### src/rtl/rf_wb_arbiter.sv
// -----------------------------------------------------------------------------
// rf_wb_arbiter
//
// Shares the single register-file write port between two write-back
// requesters and keeps a per-register pending-write scoreboard for the
// issue stage.
//
//   ch0 : ALU / load write-back path
//   ch1 : multi-cycle mul/div write-back path
//
// Arbitration is round-robin with a valid/ready handshake per channel. The
// grant is combinational, so a lone requester is accepted in the same cycle
// with no bubbles. An accepted request is written to the register-file port
// registers on the accepting edge. The register file commits it on the
// following edge.
//
// Ports:
//   clk, rst                       clock, synchronous active-high reset
//   req0_valid/ready/add/data      ch0 write-back handshake and payload
//   req1_valid/ready/add/data      ch1 write-back handshake and payload
//   wr_en_rf, wr_add_rf, wrd_rf    registered register-file write port
//   rsv_en, rsv_add                issue-stage destination reservation
//   rd_add_q1, rd_add_q2           hazard query addresses
//   busy1, busy2                   pending write on query address (comb.)
//   sb_err                         sticky: reserve of an already-busy register
// -----------------------------------------------------------------------------
module rf_wb_arbiter #(
    parameter int reg_add_width = 5,
    parameter int reg_width     = 32,
    parameter int reg_depth     = 32
) (
    input  logic                     clk,
    input  logic                     rst,
    input  logic                     req0_valid,
    output logic                     req0_ready,
    input  logic [reg_add_width-1:0] req0_add,
    input  logic [reg_width-1:0]     req0_data,
    input  logic                     req1_valid,
    output logic                     req1_ready,
    input  logic [reg_add_width-1:0] req1_add,
    input  logic [reg_width-1:0]     req1_data,
    output logic                     wr_en_rf,
    output logic [reg_add_width-1:0] wr_add_rf,
    output logic [reg_width-1:0]     wrd_rf,
    input  logic                     rsv_en,
    input  logic [reg_add_width-1:0] rsv_add,
    input  logic [reg_add_width-1:0] rd_add_q1,
    input  logic [reg_add_width-1:0] rd_add_q2,
    output logic                     busy1,
    output logic                     busy2,
    output logic                     sb_err
);

    // Which channel wins when both are valid.
    typedef enum logic {
        FAV_CH0 = 1'b0,
        FAV_CH1 = 1'b1
    } fav_t;

    // One-hot decode of a register address. Addresses beyond reg_depth
    // decode to nothing, so a narrower scoreboard is safe.
    function automatic logic [reg_depth-1:0] addr_onehot(
        input logic [reg_add_width-1:0] a
    );
        logic [reg_depth-1:0] d;
        d = '0;
        for (int i = 0; i < reg_depth; i++) begin
            if (a == reg_add_width'(i)) begin
                d[i] = 1'b1;
            end else begin
                d[i] = 1'b0;
            end
        end
        return d;
    endfunction

    // Scoreboard bit lookup; register 0 is never reported busy.
    function automatic logic busy_lookup(
        input logic [reg_depth-1:0]     v,
        input logic [reg_add_width-1:0] a
    );
        logic r;
        r = 1'b0;
        for (int i = 1; i < reg_depth; i++) begin
            if (a == reg_add_width'(i)) begin
                r = v[i];
            end else begin
                r = r;
            end
        end
        return r;
    endfunction

    // State
    fav_t                     fav_r;
    logic                     wr_en_rf_r;
    logic [reg_add_width-1:0] wr_add_rf_r;
    logic [reg_width-1:0]     wrd_rf_r;
    logic [reg_depth-1:0]     busy_r;
    logic                     sb_err_r;

    // Next-state / combinational
    logic                     grant0_s;
    logic                     grant1_s;
    fav_t                     fav_nxt_s;
    logic                     wr_en_nxt_s;
    logic [reg_add_width-1:0] wr_add_nxt_s;
    logic [reg_width-1:0]     wrd_nxt_s;
    logic                     rsv_live_s;
    logic                     clr_same_s;
    logic [reg_depth-1:0]     clr_vec_s;
    logic [reg_depth-1:0]     set_vec_s;
    logic [reg_depth-1:0]     busy_nxt_s;
    logic                     sb_err_nxt_s;

    // Round-robin grant: a lone requester always wins; on contention the
    // favoured channel wins. Grants depend only on valids and the pointer.
    always_comb begin
        grant0_s = 1'b0;
        grant1_s = 1'b0;
        case ({req1_valid, req0_valid})
            2'b01: grant0_s = 1'b1;
            2'b10: grant1_s = 1'b1;
            2'b11: begin
                if (fav_r == FAV_CH0) begin
                    grant0_s = 1'b1;
                end else begin
                    grant1_s = 1'b1;
                end
            end
            default: begin
                grant0_s = 1'b0;
                grant1_s = 1'b0;
            end
        endcase
    end

    assign req0_ready = grant0_s;
    assign req1_ready = grant1_s;

    // Write-port next state: load the winner's payload; writes to register 0
    // take the slot but keep the enable low. The pointer moves past the
    // channel that just transferred and holds otherwise.
    always_comb begin
        fav_nxt_s    = fav_r;
        wr_en_nxt_s  = 1'b0;
        wr_add_nxt_s = wr_add_rf_r;
        wrd_nxt_s    = wrd_rf_r;
        if (grant0_s) begin
            wr_en_nxt_s  = (req0_add != {reg_add_width{1'b0}});
            wr_add_nxt_s = req0_add;
            wrd_nxt_s    = req0_data;
            fav_nxt_s    = FAV_CH1;
        end else if (grant1_s) begin
            wr_en_nxt_s  = (req1_add != {reg_add_width{1'b0}});
            wr_add_nxt_s = req1_add;
            wrd_nxt_s    = req1_data;
            fav_nxt_s    = FAV_CH0;
        end else begin
            wr_en_nxt_s  = 1'b0;
        end
    end

    // Scoreboard next state. The clear uses the registered write port, i.e.
    // the edge at which the register file commits; a same-edge reserve wins
    // because set is OR-ed in after the clear.
    always_comb begin
        rsv_live_s   = rsv_en && (rsv_add != {reg_add_width{1'b0}});
        clr_same_s   = wr_en_rf_r && (wr_add_rf_r == rsv_add);
        clr_vec_s    = '0;
        set_vec_s    = '0;
        sb_err_nxt_s = sb_err_r;
        if (wr_en_rf_r) begin
            clr_vec_s = addr_onehot(wr_add_rf_r);
        end else begin
            clr_vec_s = '0;
        end
        if (rsv_live_s) begin
            set_vec_s = addr_onehot(rsv_add);
            if (busy_lookup(busy_r, rsv_add) && !clr_same_s) begin
                sb_err_nxt_s = 1'b1;
            end else begin
                sb_err_nxt_s = sb_err_r;
            end
        end else begin
            set_vec_s = '0;
        end
        busy_nxt_s = (busy_r & ~clr_vec_s) | set_vec_s;
    end

    // State register: arbitration pointer, write port and scoreboard.
    always_ff @(posedge clk) begin
        if (rst) begin
            fav_r       <= FAV_CH0;
            wr_en_rf_r  <= 1'b0;
            wr_add_rf_r <= '0;
            wrd_rf_r    <= '0;
            busy_r      <= '0;
            sb_err_r    <= 1'b0;
        end else begin
            fav_r       <= fav_nxt_s;
            wr_en_rf_r  <= wr_en_nxt_s;
            wr_add_rf_r <= wr_add_nxt_s;
            wrd_rf_r    <= wrd_nxt_s;
            busy_r      <= busy_nxt_s;
            sb_err_r    <= sb_err_nxt_s;
        end
    end

    assign wr_en_rf  = wr_en_rf_r;
    assign wr_add_rf = wr_add_rf_r;
    assign wrd_rf    = wrd_rf_r;
    assign sb_err    = sb_err_r;

    // Hazard queries read current state, so a write being committed this
    // cycle still reports busy.
    assign busy1 = busy_lookup(busy_r, rd_add_q1);
    assign busy2 = busy_lookup(busy_r, rd_add_q2);

endmodule

### config.mk
export PLATFORM = sky130hd
export DESIGN_NAME = rf_wb_arbiter
export DESIGN_NICKNAME = d
export VERILOG_FILES = /design/src/rtl/rf_wb_arbiter.sv
export SDC_FILE = /design/constraint.sdc
export NUM_CORES = 1
export LEC_CHECK = 0
export BUFFER_PORTS_ARGS = -buffer_cell sky130_fd_sc_hd__buf_2
export CAP_MARGIN = 20
export CELL_PAD_IN_SITES_DETAIL_PLACEMENT = 1
export CELL_PAD_IN_SITES_GLOBAL_PLACEMENT = 1
export CORE_ASPECT_RATIO = 2
export CORE_MARGIN = 4
export CORE_UTILIZATION = 40
export CTS_BUF_LIST = sky130_fd_sc_hd__clkbuf_16
export CTS_CLUSTER_DIAMETER = 100
export DETAILED_ROUTE_END_ITERATION = 10
export HOLD_SLACK_MARGIN = 0.02
export PLACE_DENSITY_LB_ADDON = 0.1
export SLEW_MARGIN = 10
export SYNTH_ARGS = -nofsm -noshare
export SYNTH_HDL_FRONTEND = slang
export SYNTH_SLANG_ARGS = --single-unit
### constraint.sdc
create_clock -name clk -period 2.63 [get_ports clk]
set_input_delay 0.263 -clock clk [delete_from_list [all_inputs] [get_ports clk]]
set_output_delay 0.263 -clock clk [all_outputs]
set_load 0.005 [all_outputs]
==> impl_metrics.ini <==
[status]
status = finished, final reports clean

[detailed_routing]
drc = 0
met2_length_um = 8890
initialDrtViolationCount = 277
routed_wl_um = 16800
met1_length_um = 5640
drt-pass1-iter-count = 4
top_layer = met4
vias_per_cell = 5.91
ant_nets = 0
route.met3.wl_um = 971
vias = 4766
wl_per_cell_um = 20.8

[floorplanning]
start_util = 0.413
coreArea_um2 = 10600
rows = 53
die_x_um = 82.0
die_y_um = 156
die_area_um2 = 12800
ios = 137

[worst_setup_path]
cp.required_ns = 2.37
critPathKind = reg2out
crit_slowest_cell = a2111oi_0
worst-path-max-fanout = 4
cp-end-kind = output port
crit_family = compound AO/OA/AOI/OAI gates
worstPathBufferInverterCount = 1
crit_chain = nor2b_1 > a2111oi_0 > nor3_1 > a31oi_1 > nand2_1 > a22o_1 > buf_2
cp.arrival_ns = 2.02
cp_slowest_stage_delay_ns = 0.45
start_kind = register

[global_route]
grt_max_degree = 75
grt_pass1_wl_um = 26100
grt.total_usage = 0.272
grt_overflow_total = 0
grt_antenna_before_repair = 0
first_global_vias = 5042

[sta]
grt_setup_unrepaired = false
period_needed_ns = 2.28
min_period_over_period = 0.867
relSlewSlack = 0.465
fin_skew_ns = 0.00856
setup_violations = 0
fmax_mhz = 438
setup_slack_ns = 0.349
slew_viol_final = 0
tightest_slew_ns = 0.802
tns_ns = 0
holdWs_ns = 0.208
hold_viol_final = 0

[cts]
cts_tree = built
clk_latency_ns = 0.34
clock_sink_count = 71
cts-root-buf = clkbuf_16
cts_made_buffers = 9
clock_path_buffers = 2
htree_num_levels = 3
hold_buffers = 0
clk_pin_slew_ns = 0.06
cts_resized = 0
cts_setup_buffers = 0

[finish]
register_area_um2 = 1420
num_antenna_cells = 0
syn2layout_area_growth_pct = 23.9
post_route_cells_drive_above_1_share = 0.263
fill_cells = 1366
multi_input_area_um2 = 2730
fin_nets = 759

[yosys]
syn_area_per_cell_um2 = 7.90
synth_nets = 648
synth-seq-area-share = 0.325
synth_edf_count = 0
synth.ff_latch_count = 71
synth_cell_types = 61
ys.flop_type = dfxtp_1
syn_area_um2 = 4380
async_flop_share = 0
netlist_instances = 554
yosys_warnings = 0

[pwr]
powerDensity_nw_per_um2 = 541
finalPower_uw = 2940
p_leak_uw = 0.00227
peakVddDrop_mv = 0.323

[min_path]
hp-class = in2reg

[run]
maxCapViolCount = 0

[place]
place.gp.congestion = 0.943
dpl.hpwl_um = 13000
pre_cts_slack_ns = 0.521
io_buffers = 136
==> stage by stage <==
step                instance area (um2)  instances   util
finish                             5430        807  0.511
floorplan                          4380        554      -
CTS                                5430        807  0.511
global route                       5430        807  0.511
global placement                   5130        791  0.483
detailed placement                 5130        791  0.483
==> layout by cell type, fill, tap and decap left out, types with 5 or more instances in the layout <==
master and count:
a211oi_1 40, o211ai_1 7, nand2_1 33, nand3_1 28, inv_1 11, nor2b_1 11
dfxtp_1 71, buf_2 136, nor4_1 5, nand2b_1 11, a21oi_1 44, nor3b_1 6
clkbuf_16 9, a31oi_1 6, nor2_1 55, mux2i_1 51, o21ai_0 51, buf_4 11
nor3_1 8
==> synth_stat cells (2+ instances only) <==
library cell | n | share of area
a2111oi_0 | 3 | 0.0060
a2111oi_2 | 2 | 0.0069
a211oi_1 | 40 | 0.069
a21o_1 | 2 | 0.0034
a21oi_1 | 44 | 0.050
a221oi_1 | 2 | 0.0040
a22o_1 | 4 | 0.0080
a22oi_1 | 2 | 0.0034
a311oi_1 | 2 | 0.0040
a31oi_1 | 6 | 0.0086
and2_1 | 3 | 0.0043
and3_1 | 3 | 0.0043
buf_1 | 3 | 0.0026
buf_2 | 11 | 0.013
buf_4 | 2 | 0.0034
clkbuf_1 | 31 | 0.027
dfxtp_1 | 71 | 0.32
inv_1 | 11 | 0.0094
mux2_2 | 4 | 0.010
mux2i_1 | 51 | 0.12
nand2_1 | 33 | 0.028
nand2b_1 | 11 | 0.016
nand3_1 | 28 | 0.032
nand3b_1 | 4 | 0.0069
nor2_1 | 55 | 0.047
nor2b_1 | 11 | 0.016
nor3_1 | 8 | 0.0091
nor3b_1 | 6 | 0.010
nor4_1 | 5 | 0.0071
o2111ai_1 | 2 | 0.0040
o211ai_1 | 7 | 0.012
o21ai_0 | 51 | 0.058
o311ai_0 | 2 | 0.0040
o31ai_1 | 3 | 0.0051
o32ai_1 | 2 | 0.0040
xor2_1 | 4 | 0.0080
==> path summary, 6_finish.rpt <==
| kind | slack (ns) | to | startpoint | depth (start not counted) |
|---|---|---|---|---|
| worst max-delay path | 0.35 | busy2 | busy_r[13]$_SDFF_PP0_ | 7 |
| worst min-delay path | 0.21 | fav_r$_SDFFE_PP0P_ | req0_valid | 3 |
| worst max register to register | 0.87 | sb_err$_SDFFE_PP0P_ | busy_r[3]$_SDFF_PP0_ | 5 |
| worst min register to register | 0.50 | wrd_rf[1]$_SDFFE_PP0P_ | wrd_rf[1]$_SDFFE_PP0P_ | 2 |
==> cell type report <==
| cell class | count | share of cell area |
|---|---|---|
| Clock buffer | 9 | 0.0415 |
| Clock inverter | 7 | 0.0136 |
| Inverter | 11 | 0.00761 |
| Multi-Input combinational cell | 425 | 0.503 |
| Sequential cell | 71 | 0.262 |
| Tap cell | 137 | 0.0316 |
| Timing Repair Buffer | 147 | 0.141 |
==> routing by layer <==
metal,up-vias,GRT usage
li1,2277,-
met1,2241,0.261
met2,180,0.488
met3,68,0.0584
met4,0,0.198
met5,-,0
==> kinds of logic after synthesis <==
| group | after synthesis | synth area share |
|---|---|---|
| flops | 71 | 0.325 |
| mux | 56 | 0.132 |
| xor+xnor | 5 | 0.0100 |
| simple gates | 175 | 0.197 |
| compound gates | 189 | 0.281 |
| buf+inv | 58 | 0.0546 |
==> flip-flops by register name, summed over array words and instances, names as in the netlist <==
signal and flops:
wrd_rf 32, sb_err 1, wr_add_rf 5, wr_en_rf 1
fav_r 1, busy_r 31
==> report_power, final <==
group / switching (uW) / internal [uW] / total, uW
combinational: 303 / 229 / 532
sequential: 51.7 / 1130 / 1190
clock: 486 / 733 / 1220
total: 840 / 2100 / 2940
==> worst min-delay path, stage by stage <==
cell	delay, ns
buf_2	0.09
mux2i_1	0.06
nor2_1	0.09
Note: power is estimated with default switching activity, not from simulation.
